===== src/rtl/imem_loader_pkg.sv =====
// Shared constants for the instruction-memory loader.
// The fetch side uses the same depth and addr[7:2] word indexing.
package imem_loader_pkg;

   localparam int IMEM_DEPTH = 64;
   localparam int IMEM_IDX_W = 6;

   // First stream byte of a word lands in bits 31:24.
   localparam bit BYTE_BIG_ENDIAN = 1'b1;

   typedef enum logic [2:0] {
      ST_IDLE  = 3'd0,
      ST_HDR   = 3'd1,
      ST_DATA  = 3'd2,
      ST_WRITE = 3'd3,
      ST_CSUM  = 3'd4,
      ST_DONE  = 3'd5,
      ST_ERR   = 3'd6
   } state_e;

   function automatic logic hdr_legal(
      input logic [7:0] n,
      input int         depth
   );
      return (n != 8'd0) && ({24'b0, n} <= 32'(depth));
   endfunction

endpackage


===== src/rtl/imem_loader_if.sv =====
// Boot-link byte stream, instruction-memory write port and
// loader status, bundled between host side and loader.
interface imem_loader_if;
   import imem_loader_pkg::*;

   logic        start;
   logic [7:0]  byte_in;
   logic        byte_valid;
   logic        byte_ready;
   logic        wr_en;
   logic [31:0] wr_addr;
   logic [31:0] wr_data;
   logic        cpu_hold;
   logic        done;
   logic        err;

   modport master (
      output start, byte_in, byte_valid,
      input  byte_ready, wr_en, wr_addr, wr_data,
      input  cpu_hold, done, err
   );

   modport slave (
      input  start, byte_in, byte_valid,
      output byte_ready, wr_en, wr_addr, wr_data,
      output cpu_hold, done, err
   );

endinterface


===== src/rtl/imem_word_asm.sv =====
// 8->32 word assembler with byte counter and XOR checksum.
// o_word_full means the next shifted byte completes a word.
module imem_word_asm
   import imem_loader_pkg::*;
(
   input  logic        clk,
   input  logic        rst_n,
   input  logic        i_clear,
   input  logic        i_shift,
   input  logic [7:0]  i_byte,
   output logic [31:0] o_word_next,
   output logic [7:0]  o_csum,
   output logic        o_word_full
);

   logic [31:0] r_word;
   logic [1:0]  r_cnt;
   logic [7:0]  r_csum;

   // Word as it will look once the incoming byte is merged.
   always_comb begin
      if (BYTE_BIG_ENDIAN)
         o_word_next = {r_word[23:0], i_byte};
      else
         o_word_next = {i_byte, r_word[31:8]};
   end

   assign o_csum      = r_csum;
   assign o_word_full = (r_cnt == 2'd3);

   // Shift, count and checksum state, cleared at each new load.
   always_ff @(posedge clk or negedge rst_n) begin
      if (!rst_n) begin
         r_word <= '0;
         r_cnt  <= '0;
         r_csum <= '0;
      end else if (i_clear) begin
         r_word <= '0;
         r_cnt  <= '0;
         r_csum <= '0;
      end else if (i_shift) begin
         r_word <= o_word_next;
         r_cnt  <= r_cnt + 2'd1;
         r_csum <= r_csum ^ i_byte;
      end
   end

endmodule


===== src/rtl/imem_loader.sv =====
// Boot loader: assembles big-endian words from a byte stream,
// writes instruction memory and stalls the CPU until verified.
module imem_loader
   import imem_loader_pkg::*;
#(
   parameter int DEPTH = IMEM_DEPTH,
   parameter int IDX_W = IMEM_IDX_W
) (
   input logic         clk,
   input logic         rst_n,
   imem_loader_if.slave bus
);

   state_e             r_state;
   state_e             w_next;
   logic [IDX_W-1:0]   r_idx;
   logic [7:0]         r_last;
   logic [31:0]        r_wr_addr;
   logic [31:0]        r_wr_data;

   logic               w_byte_ready;
   logic               w_accept;
   logic               w_hdr_ok;
   logic               w_last_word;
   logic               w_clear;
   logic               w_shift;
   logic               w_wr_en;
   logic               w_hold;
   logic               w_done;
   logic               w_err;
   logic [31:0]        w_word_next;
   logic [7:0]         w_csum;
   logic               w_word_full;

   assign w_byte_ready = (r_state == ST_HDR)  ||
                         (r_state == ST_DATA) ||
                         (r_state == ST_CSUM);
   assign w_accept     = bus.byte_valid && w_byte_ready;
   assign w_hdr_ok     = hdr_legal(bus.byte_in, DEPTH);
   assign w_last_word  = ({{(8-IDX_W){1'b0}}, r_idx} == r_last);

   imem_word_asm u_asm (
      .clk         (clk),
      .rst_n       (rst_n),
      .i_clear     (w_clear),
      .i_shift     (w_shift),
      .i_byte      (bus.byte_in),
      .o_word_next (w_word_next),
      .o_csum      (w_csum),
      .o_word_full (w_word_full)
   );

   // Load sequencer state register.
   always_ff @(posedge clk or negedge rst_n) begin
      if (!rst_n) r_state <= ST_IDLE;
      else        r_state <= w_next;
   end

   // Next state and per-state outputs.
   always_comb begin
      w_next  = r_state;
      w_clear = 1'b0;
      w_shift = 1'b0;
      w_wr_en = 1'b0;
      w_hold  = 1'b0;
      w_done  = 1'b0;
      w_err   = 1'b0;
      unique case (r_state)
         ST_IDLE: begin
            if (bus.start) w_next = ST_HDR;
         end
         ST_HDR: begin
            w_hold = 1'b1;
            if (w_accept) begin
               if (w_hdr_ok) begin
                  w_clear = 1'b1;
                  w_next  = ST_DATA;
               end else begin
                  w_next  = ST_ERR;
               end
            end
         end
         ST_DATA: begin
            w_hold = 1'b1;
            if (w_accept) begin
               w_shift = 1'b1;
               if (w_word_full) w_next = ST_WRITE;
            end
         end
         ST_WRITE: begin
            w_hold  = 1'b1;
            w_wr_en = 1'b1;
            w_next  = w_last_word ? ST_CSUM : ST_DATA;
         end
         ST_CSUM: begin
            w_hold = 1'b1;
            if (w_accept)
               w_next = (bus.byte_in == w_csum) ? ST_DONE : ST_ERR;
         end
         ST_DONE: begin
            w_done = 1'b1;
            if (bus.start) w_next = ST_HDR;
         end
         ST_ERR: begin
            w_hold = 1'b1;
            w_err  = 1'b1;
            if (bus.start) w_next = ST_HDR;
         end
         default: w_next = ST_IDLE;
      endcase
   end

   // Word index, last index and write-port registers.
   always_ff @(posedge clk or negedge rst_n) begin
      if (!rst_n) begin
         r_idx     <= '0;
         r_last    <= '0;
         r_wr_addr <= '0;
         r_wr_data <= '0;
      end else begin
         if (w_clear) begin
            r_idx  <= '0;
            r_last <= bus.byte_in - 8'd1;
         end
         if (w_shift && w_word_full) begin
            r_wr_addr <= 32'({r_idx, 2'b00});
            r_wr_data <= w_word_next;
         end
         if (w_wr_en && !w_last_word)
            r_idx <= r_idx + IDX_W'(1);
      end
   end

   assign bus.byte_ready = w_byte_ready;
   assign bus.wr_en      = w_wr_en;
   assign bus.wr_addr    = r_wr_addr;
   assign bus.wr_data    = r_wr_data;
   assign bus.cpu_hold   = w_hold;
   assign bus.done       = w_done;
   assign bus.err        = w_err;

endmodule


===== src/flat_wrapper.sv =====
// flat-port wrapper written by rule: the top's interface ports become plain ports
module imem_loader_flat import imem_loader_pkg::*;
#(
   parameter int DEPTH = IMEM_DEPTH,
   parameter int IDX_W = IMEM_IDX_W
)
  (clk, rst_n, bus_start, bus_byte_in, bus_byte_valid, bus_byte_ready, bus_wr_en, bus_wr_addr, bus_wr_data, bus_cpu_hold, bus_done, bus_err);
  imem_loader_if bus_i ();
  input logic clk;
  input logic rst_n;
  input wire logic [$bits(bus_i.start)-1:0] bus_start;
  input wire logic [$bits(bus_i.byte_in)-1:0] bus_byte_in;
  input wire logic [$bits(bus_i.byte_valid)-1:0] bus_byte_valid;
  output wire logic [$bits(bus_i.byte_ready)-1:0] bus_byte_ready;
  output wire logic [$bits(bus_i.wr_en)-1:0] bus_wr_en;
  output wire logic [$bits(bus_i.wr_addr)-1:0] bus_wr_addr;
  output wire logic [$bits(bus_i.wr_data)-1:0] bus_wr_data;
  output wire logic [$bits(bus_i.cpu_hold)-1:0] bus_cpu_hold;
  output wire logic [$bits(bus_i.done)-1:0] bus_done;
  output wire logic [$bits(bus_i.err)-1:0] bus_err;
  assign bus_i.start = bus_start;
  assign bus_i.byte_in = bus_byte_in;
  assign bus_i.byte_valid = bus_byte_valid;
  assign bus_byte_ready = bus_i.byte_ready;
  assign bus_wr_en = bus_i.wr_en;
  assign bus_wr_addr = bus_i.wr_addr;
  assign bus_wr_data = bus_i.wr_data;
  assign bus_cpu_hold = bus_i.cpu_hold;
  assign bus_done = bus_i.done;
  assign bus_err = bus_i.err;
  imem_loader #(.DEPTH(DEPTH), .IDX_W(IDX_W)) u_core (.clk(clk), .rst_n(rst_n), .bus(bus_i));
endmodule

===== config.mk =====
export PLATFORM = sky130hd
export DESIGN_NAME = imem_loader_flat
export DESIGN_NICKNAME = d
export VERILOG_FILES = /design/src/rtl/imem_loader_pkg.sv /design/src/rtl/imem_loader_if.sv /design/src/rtl/imem_word_asm.sv /design/src/rtl/imem_loader.sv /design/src/flat_wrapper.sv
export SDC_FILE = /design/constraint.sdc
export NUM_CORES = 1
export LEC_CHECK = 0
export CORE_ASPECT_RATIO = 1.5
export CORE_MARGIN = 10
export CORE_UTILIZATION = 30
export CTS_CLUSTER_SIZE = 28
export DETAILED_ROUTE_END_ITERATION = 10
export REMOVE_ABC_BUFFERS = 1
export SLEW_MARGIN = 0
export SYNTH_ARGS = -nofsm -noshare
export SYNTH_HDL_FRONTEND = slang
export SYNTH_SLANG_ARGS = --single-unit

===== constraint.sdc =====
create_clock -name clk -period 3.5 [get_ports clk]
set_input_delay 0.875 -clock clk [delete_from_list [all_inputs] [get_ports clk]]
set_output_delay 0.875 -clock clk [all_outputs]
set_load 0.02 [all_outputs]

==> qor.txt <==
Post-route minimum period - 2890 ps
DRT Pass-1 Iters - 4
Worst-path cell chain - nor2_2 > nand2_1 > o21ai_0 > clkdlybuf4s50_1
Mapped cell area - 0.00417 sq mm
Commonest non-fill, non-tap cell in the layout - dfrtp_1
Synth top area cells - dfrtp_1, mux2_2, buf_4
Vias in the first global route - 2961
Largest net degree at the start of global routing - 47
MaxCap Viol Count - 0
Post-CTS setup buffer count - 0
Synth Flop Type - dfrtp_1
Rows - 52
DR iter-0 viols - 101
Sequential fraction of design power - 0.418
Ports - 81
Critical Path Start Type - flip-flop
Lkg Pwr - 2.33 nW
Critical Path Slowest Stage Cell - clkdlybuf4s50_1
Hold WC Path Type - flip-flop to flip-flop
Initial antenna violation count - 0
Clock sink count - 89
Dpl cells - 583
#FFs+latches synth - 89
Die area - 0.0191 sq mm
Max VDD drop - 350 uV
Placer Congestion - 0.798
Achievable frequency - 346 MHz
Grt total ovfl - 0
Final setup skew - 7.98 ps
Post-synth ARST share - 1.00
Synth Instances - 377
Critical path arrival - 2020 ps
Post-Layout Cell Count - 598
Inserted Clock Buffers - 9
Slew Viols, Final - 0
Routed Antenna Nets - 0
Synth warn - 0
Drt wl/cell - 15.9 um
Req. time, crit path - 2620 ps
H-tree depth - 3
EDFF count, synth - 0
Crit-path max cell delay - 640 ps
Internal power - 0.00274 W
Post-route DRC violation count - 0
Final setup fails - 0
Post-DP HPWL - 7.17 mm
Tcrit/Tclk final - 0.826
Hold buffer count at CTS - 0
CTS tree - yes
Tot GR Track Use - 0.102
Outcome - finished clean
Drt total wl - 9.53 mm
Clock power frac - 0.208
Die height - 164 um
Number of hold violations in the final report - 0
Combinational share of power - 0.373
Cells resized by post-CTS repair - 0
Layout area overhead - 21.6%
Commonest non-fill, non-tap cells in the layout - dfrtp_1, nand2_1, clkdlybuf4s50_1, mux2_2, a21oi_1
Final core occ - 0.373
Clk pin slew, worst setup/hold paths - 60 ps
Vias - 2825
PortBufs - 54
Ant diodes - 0
Worst slew pin tran - 591 ps
Fill cell count - 1320
Clock Latency Late Sink - 340 ps
Sw Share - 0.357
CORE AREA - 0.0136 sq mm
Yosys top cell by area - dfrtp_1
Setup TNS - 0 ps
Power per standard cell area - 839 mW/mm^2
Nets - 447
Slew headroom - 0.606
Register area share after synthesis - 0.534
Synth top area share - 0.534
PnR Total Power - 0.00426 W
Synth cell types - 46
Crit Path Class - flip-flop to output pin
Crit-path max FO - 14
Avg Cell Area, Syn - 11.1 sq um
Share of post-route cells with drive strength above 1 - 0.165
RSZ-0062 raised after global routing - false
CP Capture Type - output pin
Die width - 116 um
CTS Root Cell - clkbuf_16
Bufs on Longest Clock Path - 2
Global-route wire length before repair - 15.3 mm
Initial Util - 0.307
Switching power - 0.00152 W
Via/cell ratio - 4.72
path summary, 6_finish.rpt:
check | start | end | slack [ps] | cells after the start
setup reg to reg | u_core.r_state[0]$_DFFE_PN0P_ | u_core.r_last[3]$_DFFE_PN0P_ | 1530 | 6
setup / recovery | u_core.r_state[1]$_DFFE_PN0P_ | bus_byte_ready | 610 | 4
hold reg to reg | u_core.u_asm.r_word[23]$_DFFE_PN0P_ | u_core.bus.wr_data[31]$_DFFE_PN0P_ | 490 | 1
hold / removal | u_core.u_asm.r_word[23]$_DFFE_PN0P_ | u_core.bus.wr_data[31]$_DFFE_PN0P_ | 490 | 1
min in group asynchronous | rst_n | u_core.r_state[0]$_DFFE_PN0P_ | 530 | 1
max in group asynchronous | rst_n | u_core.bus.wr_data[28]$_DFFE_PN0P_ | 2230 | 2
power groups by stage:
stage	registers [W]	clock network, W	logic [W]
2_1_floorplan	0.00190	0	0.000782
3_3_place_gp	0.00178	0	0.00159
3_5_place_dp	0.00181	0	0.00161
4_1_cts	0.00179	0.000915	0.00162
5_1_grt	0.00184	0.000954	0.00175
6_report	0.00178	0.000887	0.00159
state kept, by name (all words and copies together) (netlist names):
| register | count |
|---|---|
| u_core.r_idx | 6 |
| u_core.bus.wr_addr | 6 |
| u_core.r_state | 3 |
| u_core.u_asm.r_cnt | 2 |
| u_core.u_asm.o_csum | 8 |
| u_core.u_asm.r_word | 24 |
| u_core.bus.wr_data | 32 |
| u_core.r_last | 8 |
cell families (layout without fill, tap and decap cells):
kind of cell	after synthesis	in the layout	synth area share
xor+xnor	29	29	0.0609
flops	89	89	0.534
other cells	1	26	0.000898
simple gates	107	107	0.124
mux	39	39	0.105
compound gates	58	58	0.0866
fa+ha+maj	3	3	0.00899
buf+inv	51	85	0.0800
critical path, delay by kind of cell (launching register included):
family | cells | cell delay [ps]
and+or+nand+nor | 2 | 370
DFF | 1 | 540
AOI/OAI and AO/OA | 1 | 130
buffers and inverters | 1 | 640
per-stage QoR:
| stage | hold WS [ps] | area [sq um] | setup slack, ps |
|---|---|---|---|
| after CTS | 496 | 5080 | 582 |
| after floorplan | 458 | 3950 | 326 |
| after global routing | 514 | 5080 | 459 |
| final | 491 | 5080 | 609 |
| after detailed placement | 483 | 4800 | 312 |
| after global placement | 473 | 4800 | 418 |
layout make-up:
cell class / count / area (sq um) / area share
Clock buffer: 13 / 260 / 0.0513
Clock inverter: 2 / 13.8 / 0.00271
Inverter: 4 / 15.0 / 0.00296
Multi-Input combinational cell: 262 / 1720 / 0.338
Sequential cell: 89 / 2230 / 0.439
Tap cell: 162 / 203 / 0.0399
Timing Repair Buffer: 66 / 641 / 0.126
per-layer routing:
| metal | global-route usage | wire, um | share of wire | vias to the layer above |
|---|---|---|---|---|
| met1 | 0.119 | 4060 | 0.43 | 1392 |
| met5 | 0 | 0 | 0 | - |
| met3 | 0.0211 | 446 | 0.047 | 19 |
| li1 | - | - | - | 1334 |
| met4 | 0.0571 | 282 | 0.030 | 0 |
| met2 | 0.170 | 4740 | 0.50 | 80 |
cells in the mapped netlist (all sizes together) (4+ instances only):
master   n
dfrtp   89
nor3b    4
buf     44
xor2    14
o21ai   10
nand2   54
inv      4
nor2    23
xnor2   15
mux2    39
nor2b    4
a22o     4
nand3    6
a21oi   32
(Power assumes the default switching activity.)
